$ cat src/rtl/raptorv_pkg.sv
// Shared types for the core pipeline control: sequencer state, control bundle, reg-file constants.
// No logic; no latency; no backpressure.
package raptorv_pkg;

    typedef enum logic [0:0] {
        RUN   = 1'b0,
        REDIR = 1'b1
    } ctrl_state_t;

    localparam logic [4:0] ZERO_REG = 5'd0;

    typedef struct packed {
        logic if_stall;
        logic id_stall;
        logic id_flush;
        logic ex_stall;
        logic ex_flush;
        logic mem_stall;
    } ctrl_out_t;

endpackage

$ cat src/rtl/pipeline_ctrl_if.sv
// Hazard sources from the pipe and stall/flush controls back to it.
// Master is the datapath side, slave is the sequencer; purely wires, no latency.
interface pipeline_ctrl_if #(
    parameter int CNT_W = 32
);
    logic [4:0]       id_rs1;
    logic [4:0]       id_rs2;
    logic             id_rs1_used;
    logic             id_rs2_used;
    logic [4:0]       ex_rd;
    logic             ex_is_load;
    logic             ex_redirect;
    logic             if_busy;
    logic             mem_busy;
    logic             if_stall;
    logic             id_stall;
    logic             id_flush;
    logic             ex_stall;
    logic             ex_flush;
    logic             mem_stall;
    logic [CNT_W-1:0] stall_cnt;

    modport master (
        output id_rs1, id_rs2, id_rs1_used, id_rs2_used, ex_rd, ex_is_load,
               ex_redirect, if_busy, mem_busy,
        input  if_stall, id_stall, id_flush, ex_stall, ex_flush, mem_stall, stall_cnt
    );

    modport slave (
        input  id_rs1, id_rs2, id_rs1_used, id_rs2_used, ex_rd, ex_is_load,
               ex_redirect, if_busy, mem_busy,
        output if_stall, id_stall, id_flush, ex_stall, ex_flush, mem_stall, stall_cnt
    );

endinterface

$ cat src/rtl/hazard_detect.sv
// Load-use compare between the instruction in ID and a load in EX.
// Combinational, zero latency; no backpressure of its own.
module hazard_detect
    import raptorv_pkg::*;
(
    input  logic [4:0] id_rs1,
    input  logic [4:0] id_rs2,
    input  logic       id_rs1_used,
    input  logic       id_rs2_used,
    input  logic [4:0] ex_rd,
    input  logic       ex_is_load,
    output logic       hazard
);

    logic rs1_hit;
    logic rs2_hit;

    assign rs1_hit = id_rs1_used && (id_rs1 == ex_rd);
    assign rs2_hit = id_rs2_used && (id_rs2 == ex_rd);
    // x0 is hardwired, so a load targeting it never produces a dependency
    assign hazard  = ex_is_load && (ex_rd != ZERO_REG) && (rs1_hit || rs2_hit);

endmodule

$ cat src/rtl/pipeline_ctrl.sv
// Stall/flush sequencer for the 5-stage pipe plus a saturating stall-cycle counter.
// Outputs are combinational from state and inputs; mem_busy freezes the whole pipe.
module pipeline_ctrl
    import raptorv_pkg::*;
#(
    parameter int REDIR_CYCLES = 1,
    parameter int CNT_W        = 32
) (
    input  logic            clk,
    input  logic            rst_l,
    pipeline_ctrl_if.slave  ctrl
);

    localparam int RW = (REDIR_CYCLES < 1) ? 1 : $clog2(REDIR_CYCLES + 1);

    ctrl_state_t      state_q, state_d;
    logic [RW-1:0]    redir_cnt_q, redir_cnt_d;
    logic [CNT_W-1:0] stall_cnt_q, stall_cnt_d;
    ctrl_out_t        ctl;
    logic             hazard;

    hazard_detect u_hazard (
        .id_rs1      (ctrl.id_rs1),
        .id_rs2      (ctrl.id_rs2),
        .id_rs1_used (ctrl.id_rs1_used),
        .id_rs2_used (ctrl.id_rs2_used),
        .ex_rd       (ctrl.ex_rd),
        .ex_is_load  (ctrl.ex_is_load),
        .hazard      (hazard)
    );

    always_comb begin
        ctl         = '0;
        state_d     = state_q;
        redir_cnt_d = redir_cnt_q;
        if (!rst_l) begin
            ctl.id_flush = 1'b1;
            ctl.ex_flush = 1'b1;
        end else if (ctrl.mem_busy) begin
            // Full freeze; a pending redirect is picked up once memory is done
            ctl.if_stall  = 1'b1;
            ctl.id_stall  = 1'b1;
            ctl.ex_stall  = 1'b1;
            ctl.mem_stall = 1'b1;
        end else if (ctrl.ex_redirect) begin
            ctl.id_flush = 1'b1;
            ctl.ex_flush = 1'b1;
            if (REDIR_CYCLES == 0) begin
                state_d = RUN;
            end else begin
                state_d     = REDIR;
                redir_cnt_d = RW'(REDIR_CYCLES);
            end
        end else if (state_q == REDIR) begin
            ctl.id_flush = 1'b1;
            if (redir_cnt_q <= RW'(1)) begin
                state_d     = RUN;
                redir_cnt_d = '0;
            end else begin
                redir_cnt_d = redir_cnt_q - RW'(1);
            end
        end else if (hazard) begin
            ctl.if_stall = 1'b1;
            ctl.id_stall = 1'b1;
            ctl.ex_flush = 1'b1;
        end else if (ctrl.if_busy) begin
            ctl.if_stall = 1'b1;
            ctl.id_flush = 1'b1;
        end
    end

    always_comb begin
        stall_cnt_d = stall_cnt_q;
        if (ctl.if_stall && (stall_cnt_q != '1)) begin
            stall_cnt_d = stall_cnt_q + CNT_W'(1);
        end
    end

    always_ff @(posedge clk or negedge rst_l) begin
        if (!rst_l) begin
            state_q     <= REDIR;
            redir_cnt_q <= RW'(REDIR_CYCLES);
            stall_cnt_q <= '0;
        end else begin
            state_q     <= state_d;
            redir_cnt_q <= redir_cnt_d;
            stall_cnt_q <= stall_cnt_d;
        end
    end

    assign ctrl.if_stall  = ctl.if_stall;
    assign ctrl.id_stall  = ctl.id_stall;
    assign ctrl.id_flush  = ctl.id_flush;
    assign ctrl.ex_stall  = ctl.ex_stall;
    assign ctrl.ex_flush  = ctl.ex_flush;
    assign ctrl.mem_stall = ctl.mem_stall;
    assign ctrl.stall_cnt = stall_cnt_q;

endmodule

$ cat src/flat_wrapper.sv
// flat-port wrapper written by rule: the top's interface ports become plain ports
module pipeline_ctrl_flat import raptorv_pkg::*;
#(
    parameter int REDIR_CYCLES = 1,
    parameter int CNT_W        = 32
)
  (clk, rst_l, ctrl_id_rs1, ctrl_id_rs2, ctrl_id_rs1_used, ctrl_id_rs2_used, ctrl_ex_rd, ctrl_ex_is_load, ctrl_ex_redirect, ctrl_if_busy, ctrl_mem_busy, ctrl_if_stall, ctrl_id_stall, ctrl_id_flush, ctrl_ex_stall, ctrl_ex_flush, ctrl_mem_stall, ctrl_stall_cnt);
  pipeline_ctrl_if #(.CNT_W(CNT_W)) ctrl_i ();
  input  logic clk;
  input  logic rst_l;
  input wire logic [$bits(ctrl_i.id_rs1)-1:0] ctrl_id_rs1;
  input wire logic [$bits(ctrl_i.id_rs2)-1:0] ctrl_id_rs2;
  input wire logic [$bits(ctrl_i.id_rs1_used)-1:0] ctrl_id_rs1_used;
  input wire logic [$bits(ctrl_i.id_rs2_used)-1:0] ctrl_id_rs2_used;
  input wire logic [$bits(ctrl_i.ex_rd)-1:0] ctrl_ex_rd;
  input wire logic [$bits(ctrl_i.ex_is_load)-1:0] ctrl_ex_is_load;
  input wire logic [$bits(ctrl_i.ex_redirect)-1:0] ctrl_ex_redirect;
  input wire logic [$bits(ctrl_i.if_busy)-1:0] ctrl_if_busy;
  input wire logic [$bits(ctrl_i.mem_busy)-1:0] ctrl_mem_busy;
  output wire logic [$bits(ctrl_i.if_stall)-1:0] ctrl_if_stall;
  output wire logic [$bits(ctrl_i.id_stall)-1:0] ctrl_id_stall;
  output wire logic [$bits(ctrl_i.id_flush)-1:0] ctrl_id_flush;
  output wire logic [$bits(ctrl_i.ex_stall)-1:0] ctrl_ex_stall;
  output wire logic [$bits(ctrl_i.ex_flush)-1:0] ctrl_ex_flush;
  output wire logic [$bits(ctrl_i.mem_stall)-1:0] ctrl_mem_stall;
  output wire logic [$bits(ctrl_i.stall_cnt)-1:0] ctrl_stall_cnt;
  assign ctrl_i.id_rs1 = ctrl_id_rs1;
  assign ctrl_i.id_rs2 = ctrl_id_rs2;
  assign ctrl_i.id_rs1_used = ctrl_id_rs1_used;
  assign ctrl_i.id_rs2_used = ctrl_id_rs2_used;
  assign ctrl_i.ex_rd = ctrl_ex_rd;
  assign ctrl_i.ex_is_load = ctrl_ex_is_load;
  assign ctrl_i.ex_redirect = ctrl_ex_redirect;
  assign ctrl_i.if_busy = ctrl_if_busy;
  assign ctrl_i.mem_busy = ctrl_mem_busy;
  assign ctrl_if_stall = ctrl_i.if_stall;
  assign ctrl_id_stall = ctrl_i.id_stall;
  assign ctrl_id_flush = ctrl_i.id_flush;
  assign ctrl_ex_stall = ctrl_i.ex_stall;
  assign ctrl_ex_flush = ctrl_i.ex_flush;
  assign ctrl_mem_stall = ctrl_i.mem_stall;
  assign ctrl_stall_cnt = ctrl_i.stall_cnt;
  pipeline_ctrl #(.REDIR_CYCLES(REDIR_CYCLES), .CNT_W(CNT_W)) u_core (.clk(clk), .rst_l(rst_l), .ctrl(ctrl_i));
endmodule
$ cat config.mk
export PLATFORM = sky130hd
export DESIGN_NAME = pipeline_ctrl_flat
export DESIGN_NICKNAME = d
export VERILOG_FILES = /design/src/rtl/raptorv_pkg.sv /design/src/rtl/pipeline_ctrl_if.sv /design/src/rtl/hazard_detect.sv /design/src/rtl/pipeline_ctrl.sv /design/src/flat_wrapper.sv
export SDC_FILE = /design/constraint.sdc
export NUM_CORES = 1
export LEC_CHECK = 0
export CAP_MARGIN = 20
export CORE_ASPECT_RATIO = 1.1
export CORE_MARGIN = 5
export CORE_UTILIZATION = 49
export CTS_CLUSTER_SIZE = 16
export DETAILED_ROUTE_END_ITERATION = 10
export PLACE_DENSITY = 0.85
export SYNTH_ARGS = -nofsm -noshare
export SYNTH_HDL_FRONTEND = slang
export SYNTH_SLANG_ARGS = --single-unit
$ cat constraint.sdc
create_clock -name clk -period 3.75 [get_ports clk]
set_input_delay 1.125 -clock clk [delete_from_list [all_inputs] [get_ports clk]]
set_output_delay 1.125 -clock clk [all_outputs]
set_load 0.1 [all_outputs]
==> results by group <==
Logic synthesis
  – Post-synthesis sequential area ratio: 0.460
  – Ranking of synthesized cells by instance count: dfrtp_1 (32), xnor2_1 (31), nand2_1 (18)
  – Post-synthesis cell area: 1800 µm²
  – Ys flop type: dfrtp_1
  – Post-Syn Nets: 202
  – Synthesis-stage register bit count: 33
  – Share of the synthesized area in the top cell type: 0.445
  – EDFF count, synth: 0
  – Mean Syn Cell Area: 10.1 µm²
  – Count leader, synth: dfrtp_1
  – Post-synth ARST share: 1.00
  – Number of distinct library cells after synthesis: 35
  – Yosys warns: 0
  – Dominant cell type by area after synthesis: dfrtp_1
  – Synth area leaders: dfrtp_1 (45%), xnor2_1 (15%), nand4_1 (4.5%), nand3_1 (4.5%), xor2_1 (3.9%)
  – Instance count of the mapped netlist: 178

Critical path
  – Required time of the critical path: 2.62 ns
  – CP max stage cell: or4_4
  – R2R Setup Slk: 1.12 ns
  – CP Cell Sequence: clkdlybuf4s15_1 -> or4_4 -> o21ai_4 -> nand2b_4 -> a21oi_1 -> nor2_4 -> buf_12
  – Critical path arrival: 2.62 ns
  – Delay of the slowest cell on the worst path: 0.55 ns
  – Type of the worst setup path: input pin to primary output
  – Top Family by Delay on Critical Path: simple AND/OR/NAND/NOR gates
  – Worst Setup End Kind: primary output
  – Crit path buf inv count: 2
  – Crit path max fanout: 2
  – Crit path launch type: input pin

Floorplan
  – Initial core utilization: 0.500
  – Die area: 4990 µm²
  – Std-Cell Rows: 23
  – Die Span Y: 73.6 µm
  – Core area: 3600 µm²
  – I/O Pins: 61
  – Chip width: 67.8 µm

STA
  – Hold Vio Cnt, Final: 0
  – Setup TNS: 0 ns
  – Max-slew violations: 0
  – Max-slew headroom: 0.414
  – RSZ-0062 raised after global routing: true
  – Period utilization: 1.00
  – Worst slew pin tran: 0.871 ns
  – Clock skew: 0.00879 ns
  – Count of final setup violators: 0
  – Fin crit period: 3.75 ns
  – Fin Hold WS: 0.500 ns
  – Fmax: 267 MHz

Drt
  – DR pass1 iterations: 4
  – # DRC: 0
  – Antenna viol nets, final: 0
  – DR vias: 1618
  – Final WL: 4790 µm
  – DR iter-0 viols: 29
  – Via density: 5.30
  – WL per Instance: 15.7 µm

Clocking
  – Worst-Skew Late Latency: 0.28 ns
  – Root Driver: clkbuf_8
  – Clk buf depth: 2
  – Clk slew on worst S/H paths: 0.07 ns
  – TritonCTS clock tree: built
  – Num CTS Buffers: 5
  – TritonCTS sink count: 33
  – CTS H-tree lvls: 2

Pwr
  – PD cells: 542 nW/µm²
  – Maximum VDD drop: 598 µV
  – Total power: 1.47 mW
  – Pleak: 1.20 nW

Finish
  – Layout overhead on the synthesized area: 50.4%
  – Post-layout util: 0.752
  – Final Net Count: 278
  – Share of layout cells above drive strength 1: 0.345
  – Non-Filler Instances: 305
  – Ant diodes: 0

Outcome
  – Outcome: complete, no violations

Placement
  – Final GP Congestion: 0.817
  – Placed cell count: 296
  – HPWL after DPL: 3560 µm
  – PortBufs: 60

Global route
  – Largest net degree at the start of global routing: 33
  – Initial antenna violation count: 0
  – Vias in the first global route: 1665
  – Aggregate global-route resource usage: 0.207
  – First-pass GRT wire length: 7730 µm
  – Gr ovfl total: 0

Run
  – Max-Cap Viols: 0

Hold path
  – Worst hold path class: register to register
[state kept, by name (all words and copies together), names as in the netlist]
signal,count
u_core.ctrl.stall_cnt,32
u_core.state_q,1
[final timing paths]
kind	startpoint	end	depth (start not counted)
max in group asynchronous	rst_l	u_core.ctrl.stall_cnt[27]	2
setup reg to reg	u_core.ctrl.stall_cnt[0]	u_core.ctrl.stall_cnt[14]	9
min in group asynchronous	rst_l	u_core.ctrl.stall_cnt[18]	1
setup / recovery	ctrl_ex_rd[2]	ctrl_id_flush	7
hold reg to reg	u_core.ctrl.stall_cnt[11]	u_core.ctrl.stall_cnt[11]	1
hold / removal	u_core.ctrl.stall_cnt[11]	u_core.ctrl.stall_cnt[11]	1
[timing repair]
item,CTS,global route
gates resized for setup,25,10
pin swaps,17,6
hold buffers,0,0
setup buffers,1,0
setup endpoints to repair,4,4
[layout make-up]
class | count | area (µm²)
Timing Repair Buffer | 73 | 667
Clock inverter | 3 | 65.1
Clock buffer | 5 | 68.8
Multi-Input combinational cell | 139 | 1010
Tap cell | 50 | 62.6
Fill cell | 246 | 891
Inverter | 2 | 7.51
Sequential cell | 33 | 827
[worst reg2reg max path, stage by stage, from the launching register on]
cell     delay (ns)
dfrtp_1        0.43
ha_1           0.19
nand3_1        0.15
or3_4          0.40
or4_4          0.52
nor3_4         0.20
a21o_2         0.19
buf_4          0.18
nor3_1         0.07
xor2_1         0.17
[routing by layer]
metal / vias up / global-route usage / part of all wire
met5: - / 0 / 0
met4: 0 / 0.0662 / 0.013
met3: 7 / 0.0382 / 0.038
met2: 41 / 0.370 / 0.55
met1: 789 / 0.250 / 0.40
li1: 781 / - / -
[report_power, final]
part	leakage, nW	switching (mW)	internal [mW]	total [mW]
Sequential	0.428	0.0631	0.401	0.465
Combinational	0.706	0.451	0.153	0.604
Clock	0.0681	0.134	0.264	0.398
[logic make-up after synthesis]
| logic type | Yosys count | synth area share |
|---|---|---|
| xor+xnor | 39 | 0.190 |
| buf+inv | 6 | 0.0229 |
| flops | 33 | 0.460 |
| compound gates | 7 | 0.0250 |
| fa+ha+maj | 1 | 0.00695 |
| simple gates | 88 | 0.271 |
| mux | 4 | 0.0250 |
[per-stage QoR]
| step | area [µm²] | setup WS [ns] |
|---|---|---|
| after floorplan | 1810 | 0.0584 |
| after global placement | 2510 | -0.204 |
| after detailed placement | 2510 | -0.256 |
| after CTS | 2680 | 0.0139 |
| after global routing | 2710 | -0.0578 |
| final | 2710 | 0.00110 |
[cells in the final DEF (no fill, tap or decap), types with 6 or more instances in the layout]
cell type	n
buf_12	6
buf_4	44
clkdlybuf4s50_1	7
dfrtp_1	32
dlygate4sd2_1	10
nand2_1	16
nand3_1	16
nand4_1	13
nor2_1	7
nor3_1	7
nor4_1	6
xnor2_1	28
xor2_1	8
No activity file was read; power rests on OpenSTA's default activity.
